==> src/rtl/theory_divider_param.sv <==
// theory_divider_param: WIDTH-bit multi-cycle restoring divider, one quotient bit per clock.
// Optional signed mode compiled in with THEORY_DIV_SIGNED_EN. Rev 1.0.
`default_nettype none

module theory_divider_param #(
  parameter int WIDTH = 32,
  parameter int CNT_W = $clog2(WIDTH + 1)
) (
  input  logic             clk,
  input  logic             rst,
  input  logic             start_sig,
  input  logic             signed_mode,
  input  logic [WIDTH-1:0] dividend,
  input  logic [WIDTH-1:0] divisor,
  output logic             busy,
  output logic             done_sig,
  output logic [WIDTH-1:0] quotient,
  output logic [WIDTH-1:0] reminder,
  output logic             div_zero
);

  typedef enum logic [1:0] {
    S_IDLE = 2'd0,
    S_CALC = 2'd1,
    S_FIX  = 2'd2,
    S_DONE = 2'd3
  } state_t;

  state_t           r_state;
  logic [WIDTH-1:0] r_rem;
  logic [WIDTH-1:0] r_q;
  logic [WIDTH-1:0] r_dvs;
  logic [WIDTH-1:0] r_dvd;
  logic             r_zero;
  logic [CNT_W-1:0] r_cnt;

  logic [WIDTH-1:0] w_dvd_mag;
  logic [WIDTH-1:0] w_dvs_mag;
  logic [WIDTH-1:0] w_q_fix;
  logic [WIDTH-1:0] w_r_fix;
  logic [WIDTH:0]   w_shift;
  logic [WIDTH-1:0] w_sub;
  logic             w_ge;

  // The stored remainder is always below the divisor, so its WIDTH+1-th bit
  // only exists transiently in the shifted value.
  assign w_shift = {r_rem, r_q[WIDTH-1]};
  assign w_ge    = (w_shift >= {1'b0, r_dvs});
  assign w_sub   = w_shift[WIDTH-1:0] - r_dvs;

`ifdef THEORY_DIV_SIGNED_EN
  logic w_a_neg;
  logic w_b_neg;
  logic r_neg_q;
  logic r_neg_r;

  assign w_a_neg   = signed_mode & dividend[WIDTH-1];
  assign w_b_neg   = signed_mode & divisor[WIDTH-1];
  assign w_dvd_mag = w_a_neg ? -dividend : dividend;
  assign w_dvs_mag = w_b_neg ? -divisor : divisor;
  // Most-negative / -1 falls out naturally: the magnitude 2^(WIDTH-1) negates to itself.
  assign w_q_fix   = r_neg_q ? -r_q : r_q;
  assign w_r_fix   = r_neg_r ? -r_rem : r_rem;

  always_ff @(posedge clk) begin
    if (rst) begin
      r_neg_q <= 1'b0;
      r_neg_r <= 1'b0;
    end else if (r_state == S_IDLE && start_sig) begin
      r_neg_q <= w_a_neg ^ w_b_neg;
      r_neg_r <= w_a_neg;
    end
  end
`else
  logic w_unused_sm;

  assign w_unused_sm = signed_mode;
  assign w_dvd_mag   = dividend;
  assign w_dvs_mag   = divisor;
  assign w_q_fix     = r_q;
  assign w_r_fix     = r_rem;
`endif

  always_ff @(posedge clk) begin
    if (rst) begin
      r_state  <= S_IDLE;
      r_rem    <= '0;
      r_q      <= '0;
      r_dvs    <= '0;
      r_dvd    <= '0;
      r_zero   <= 1'b0;
      r_cnt    <= '0;
      busy     <= 1'b0;
      done_sig <= 1'b0;
      quotient <= '0;
      reminder <= '0;
      div_zero <= 1'b0;
    end else begin
      case (r_state)
        S_IDLE: begin
          done_sig <= 1'b0;
          if (start_sig) begin
            r_q     <= w_dvd_mag;
            r_dvs   <= w_dvs_mag;
            r_dvd   <= dividend;
            r_zero  <= (divisor == '0);
            r_rem   <= '0;
            r_cnt   <= '0;
            busy    <= 1'b1;
            r_state <= S_CALC;
          end
        end
        S_CALC: begin
          r_rem <= w_ge ? w_sub : w_shift[WIDTH-1:0];
          r_q   <= {r_q[WIDTH-2:0], w_ge};
          r_cnt <= r_cnt + CNT_W'(1);
          if (r_cnt == CNT_W'(WIDTH - 1)) begin
            r_state <= S_FIX;
          end
        end
        S_FIX: begin
          if (r_zero) begin
            quotient <= '1;
            reminder <= r_dvd;
            div_zero <= 1'b1;
          end else begin
            quotient <= w_q_fix;
            reminder <= w_r_fix;
            div_zero <= 1'b0;
          end
          done_sig <= 1'b1;
          r_state  <= S_DONE;
        end
        S_DONE: begin
          done_sig <= 1'b0;
          busy     <= 1'b0;
          r_state  <= S_IDLE;
        end
        default: begin
          r_state <= S_IDLE;
        end
      endcase
    end
  end

endmodule

`default_nettype wire
==> config.mk <==
export PLATFORM = sky130hd
export DESIGN_NAME = theory_divider_param
export DESIGN_NICKNAME = d
export VERILOG_FILES = /design/src/rtl/theory_divider_param.sv
export SDC_FILE = /design/constraint.sdc
export NUM_CORES = 1
export LEC_CHECK = 0
export CORE_MARGIN = 4
export CORE_UTILIZATION = 48
export DETAILED_ROUTE_END_ITERATION = 7
export PLACE_DENSITY = 0.84
export SLEW_MARGIN = 30
export SYNTH_ARGS = -nofsm -noshare
export SYNTH_HDL_FRONTEND = slang
export SYNTH_SLANG_ARGS = --single-unit
==> constraint.sdc <==
create_clock -name clk -period 2.3 [get_ports clk]
set_clock_uncertainty 0.05 [all_clocks]
set_input_delay 0.345 -clock clk [delete_from_list [all_inputs] [get_ports clk]]
set_output_delay 0.345 -clock clk [all_outputs]
set_load 0.02 [all_outputs]
# After elaboration in Yosys (flattened, before gate mapping)
# Index checks and enable logic that the tools add are counted.
# totals
output_inout_bits	67
ff_bits	204
# op_classes
mux	16
n_lt_le_gt_ge	1
n_eq_ne	6
n_addsub	2
n_reduce_logical	10
# ops
op	count
32-bit 2-to-1 mux	5
32-bit one-hot mux with 2 select lines	2
33-bit by 32-bit greater-or-equal comparator with 1-bit output	1
32-bit zero test	1
32-bit subtractor	1
6-bit one-hot mux with 2 select lines	1
2-bit one-hot mux with 4 select lines	1
2-bit AND reduction	4
6-bit by 1-bit adder with 6-bit output (second input constant)	1
6-bit by 5-bit equality test with 1-bit output (second input constant)	1
6-bit 2-to-1 mux	1
2-bit nonzero test	3
2-bit equality test (second input constant)	2
2-bit 2-to-1 mux	2
2-bit inequality test (second input constant)	2
1-bit one-hot mux with 2 select lines	2
2-bit by 1-bit equality test with 1-bit output (second input constant)	1
2-bit zero test	1
1-bit 2-to-1 mux	2
2-bit OR reduction	1

# Logic depth before layout (Yosys ltp)
# logic_depth
depth_word	3
mapped_depth	14
ltp_nobuf	12

# Worst setup path before layout
# No wires, ideal clock.
# synth_timing
kind	register to register
start	reg r_q[31]
end	reg r_rem[28]
path_buffers	0
t_required_ns	2.179
setup_time_ns	0.071
path_slack_ns	-0.139
path_stages_with_launch	13
t_arrival_ns	2.317
period_less_slack_ns	2.439
cell_sequence	dfxtp_1 -> inv_1 -> ha_1 -> fa_1 -> nor2b_1 -> o211ai_1 -> a21oi_1 -> o31a_1 -> a21o_1 -> a21o_1 -> a41oi_1 -> xor2_1 -> o21ai_1
# synth_between
elab_chain_cells	3
elab_cells_between_ends	4
# synth_rtl
element	line_no	source
start, declared	31	logic [WIDTH-1:0] r_q;
start signal, assigned	103	r_q <= w_dvd_mag;
start signal, assigned	115	r_q <= {r_q[WIDTH-2:0], w_ge};
32-bit subtractor / 33-bit by 32-bit greater-or-equal comparator with 1-bit output (equally long branches)	49, 48	
32-bit 2-to-1 mux (*)	114	r_rem <= w_ge ? w_sub : w_shift[WIDTH-1:0];
32-bit one-hot mux with 2 select lines (*)	99	case (r_state)
end signal, assigned	114	
end, declared	30	logic [WIDTH-1:0] r_rem;
# Mark *: on every way between the ends. The rest lies on a longest branch, timed or not.
# A chain may end at the register's enable or synchronous reset.

# Worst setup path after layout
# layout_timing
start	reg r_dvs[1]
end	reg r_rem[18]
# layout_between
elab_chain_cells	3
elab_cells_between_ends	4
# layout_rtl
element	line_no	source
start, declared	32	logic [WIDTH-1:0] r_dvs;
start signal, assigned	104	r_dvs <= w_dvs_mag;
32-bit subtractor / 33-bit by 32-bit greater-or-equal comparator with 1-bit output (equally long branches)	49, 48	
32-bit 2-to-1 mux (*)	114	
32-bit one-hot mux with 2 select lines (*)	99	
# Marked as above.

==> flow_summary.json <==
{
  "layout_common_cells": "nand2_1 (185), dfxtp_1 (180), buf_4 (135), nor2_1 (133), clkdlybuf4s50_1 (132)",
  "synth_top_cell_area_share_pct": 41.5,
  "synth_top_family_by_area": "compound AO/OA/AOI/OAI gates",
  "cts_tree": "done",
  "timing.fmax_mhz": 384,
  "p_leak_uw": 0.00531,
  "hold_path_class": "input pin to register",
  "holdPathEnd": "r_q[31]",
  "cts_buffers": 22,
  "ys_ff_latch": 204,
  "synthesis.area_mm2": 0.00984,
  "slew_headroom_pct": 53.2,
  "hold_buffers": 0,
  "cp.arrival_ps": 2940,
  "synthXorXnorAreaFrac_pct": 2.58,
  "initial_core_util_pct": 48.8,
  "hold_viol": 0,
  "place_area_mm2": 0.0125,
  "drtIter0Drc": 952,
  "whs_ps": 59.0,
  "die_h_um": 151,
  "cp.required_ps": 2630,
  "min-delay-start": "rst",
  "wl_per_cell_um": 18.2,
  "grt_antenna_before_repair": 0,
  "yosysTopAreaCell": "dfxtp_1",
  "rows": 52,
  "regToRegSetupSlack_ps": -310,
  "crit_type": "register to register",
  "area_growth_pct": 40.7,
  "synthMuxAreaShare_pct": 8.85,
  "violations": "setup timing",
  "period_needed_ps": 2610,
  "drt-pass1-iter-count": 7,
  "coreArea_mm2": 0.0202,
  "crit_path_max_fanout": 7,
  "vias": 9838,
  "min_period_over_period_pct": 113,
  "whs_path_depth": 2,
  "layout_setup_ws_ps": -305,
  "synth_compound_area_share_pct": 20.7,
  "cts.sinks": 204,
  "multiInputGateArea_mm2": 0.00590,
  "setup_viol": 33,
  "io_buffer_count": 133,
  "syn_nets": 1296,
  "grt_max_degree": 164,
  "reg2reg_from": "r_dvs[1]",
  "grt.overflow.total": 0,
  "utilization_pct": 68.6,
  "drcViolationCount": 0,
  "gp_congestion": 0.883,
  "chipWidth_um": 151,
  "cp-end-kind": "register",
  "synthDistinctLibCells": 54,
  "grt_usage_pct": 24.7,
  "clkSlewWorstSetupHoldPaths_ps": 70,
  "cts_max_path_buffers": 3,
  "r2r-end": "r_rem[18]",
  "fillCellCount": 1493,
  "rsz0062_at_grt": "true",
  "final_area_mm2": 0.0138,
  "diodes": 0,
  "boundaryPins": 135,
  "grt_pass1_wl_um": 46200,
  "synth_edf_count": 0,
  "outcome": "finished with violations",
  "worst_pin_slew_ps": 702,
  "final_common_cell": "nand2_1",
  "cts_max_level": 1,
  "nNetsFinal": 1521,
  "synth_simple_gate_area_share_pct": 16.3,
  "grt_pass1_vias": 9253,
  "dp_hpwl_um": 20000,
  "viasPerCell": 5.79,
  "reg2reg_depth": 12,
  "ys.flop_type": "dfxtp_1",
  "regArea_mm2": 0.00412,
  "routed_wl_um": 31000,
  "slew_violations": 0,
  "dieArea_mm2": 0.0228,
  "pwr_density_cell_mw_per_mm2": 1470,
  "synthTopCellsByArea": "dfxtp_1 (42%), mux2i_1 (8.9%), nand2_1 (7.3%)",
  "cts-root-buf": "clkbuf_16",
  "clk_latency_ps": 510,
  "drive_gt1_share_pct": 21.9,
  "maxCapViolations": 0,
  "async_flop_share_pct": 0,
  "ys_warn_count": 0,
  "ir_worst_vdd_mv": 0.772,
  "postSynthAreaPerCell_um2": 8.27,
  "ant_nets": 0,
  "synthAdderAreaFrac_pct": 5.04,
  "ys_seq_area_share_pct": 41.5,
  "synth_cells": 1189,
  "tns_ps": -6090,
  "start_kind": "register"
}
metrics by stage:
stage,std cells,setup slack (ps),total power (uW)
after floorplan,1189,-27.1,11500
after global placement,1644,-247,14700
after detailed placement,1644,-273,15000
after CTS,1690,-173,19200
after global routing,1698,-373,21400
final,1698,-305,20400
flip-flops by register name, summed over array words and instances, names as in the netlist:
register	cells
quotient	32
r_cnt	6
r_dvs	32
r_rem	32
done_sig	1
reminder	32
r_state	2
div_zero	1
busy	1
r_q	32
r_zero	1
r_dvd	32
timing repair:
action,in CTS,in global routing
setup endpoints to repair,33,34
cloned,1,2
pin swaps,49,51
resized for setup,82,54
buffers inserted,7,7
cells by family after synthesis:
group,count (synthesis)
AO/OA/AOI/OAI,321
flip-flops,204
buffers and inverters,124
XOR/XNOR,29
multiplexers,87
AND/OR/NAND/NOR,385
adder cells (fa/ha/maj),39
synth_stat cells, types with 13 or more instances:
master and count:
o21ai_0 32, a21o_1 14, mux2i_1 87, o22ai_1 32, xor2_1 14, nand4_1 13, ha_1 38, a211oi_1 76
a32oi_1 13, a21oi_1 107, xnor2_1 15, nor2_1 133, inv_1 40, buf_1 13, nand2_1 190, clkbuf_1 66
dfxtp_1 204
critical path, cell delays in order, from the launching register on:
cell	delay, ps
dfxtp_2	340
inv_1	60
ha_4	270
nor2b_4	160
o2111ai_2	150
a31o_1	250
a21oi_2	190
nand3b_4	180
nand3_4	150
nand2_8	140
buf_12	150
mux2i_1	260
o21ai_1	130
worst max-delay path by stage:
stage               from   endpoint  cells after the start
6_report        r_dvs[1]  r_rem[18]                     12
5_1_grt         r_dvs[1]  r_rem[18]                     12
4_1_cts          r_q[31]  r_rem[28]                     12
3_5_place_dp   r_dvs[13]  r_rem[26]                     11
3_3_place_gp   r_dvs[13]  r_rem[26]                     11
2_1_floorplan    r_q[31]  r_rem[24]                     12
power by group:
group | switching [uW] | leakage [uW] | internal [uW]
combinational | 6280 | 0.00328 | 5300
sequential | 715 | 0.00168 | 4540
clock | 1460 | 0.000348 | 2090
total | 8460 | 0.00531 | 11900
per-layer routing:
metal	global-route usage (%)	vias to the layer above	wire, um	part of all wire, %
met4	7.66	0	1180	3.8
li1	-	4642	-	-
met1	33.6	4647	13200	42
met2	41.0	441	14500	47
met3	3.35	108	2140	6.9
met5	0	-	0	0
cell type report:
type / count / share of cell area, %
well taps: 270 / 2.44
inverters: 40 / 1.08
clock inverters: 6 / 0.687
flip-flops and latches: 204 / 29.7
repair buffers: 284 / 19.0
clock buffers: 32 / 4.47
multi-input cells: 862 / 42.6
Note: power is estimated with default switching activity, not from simulation.
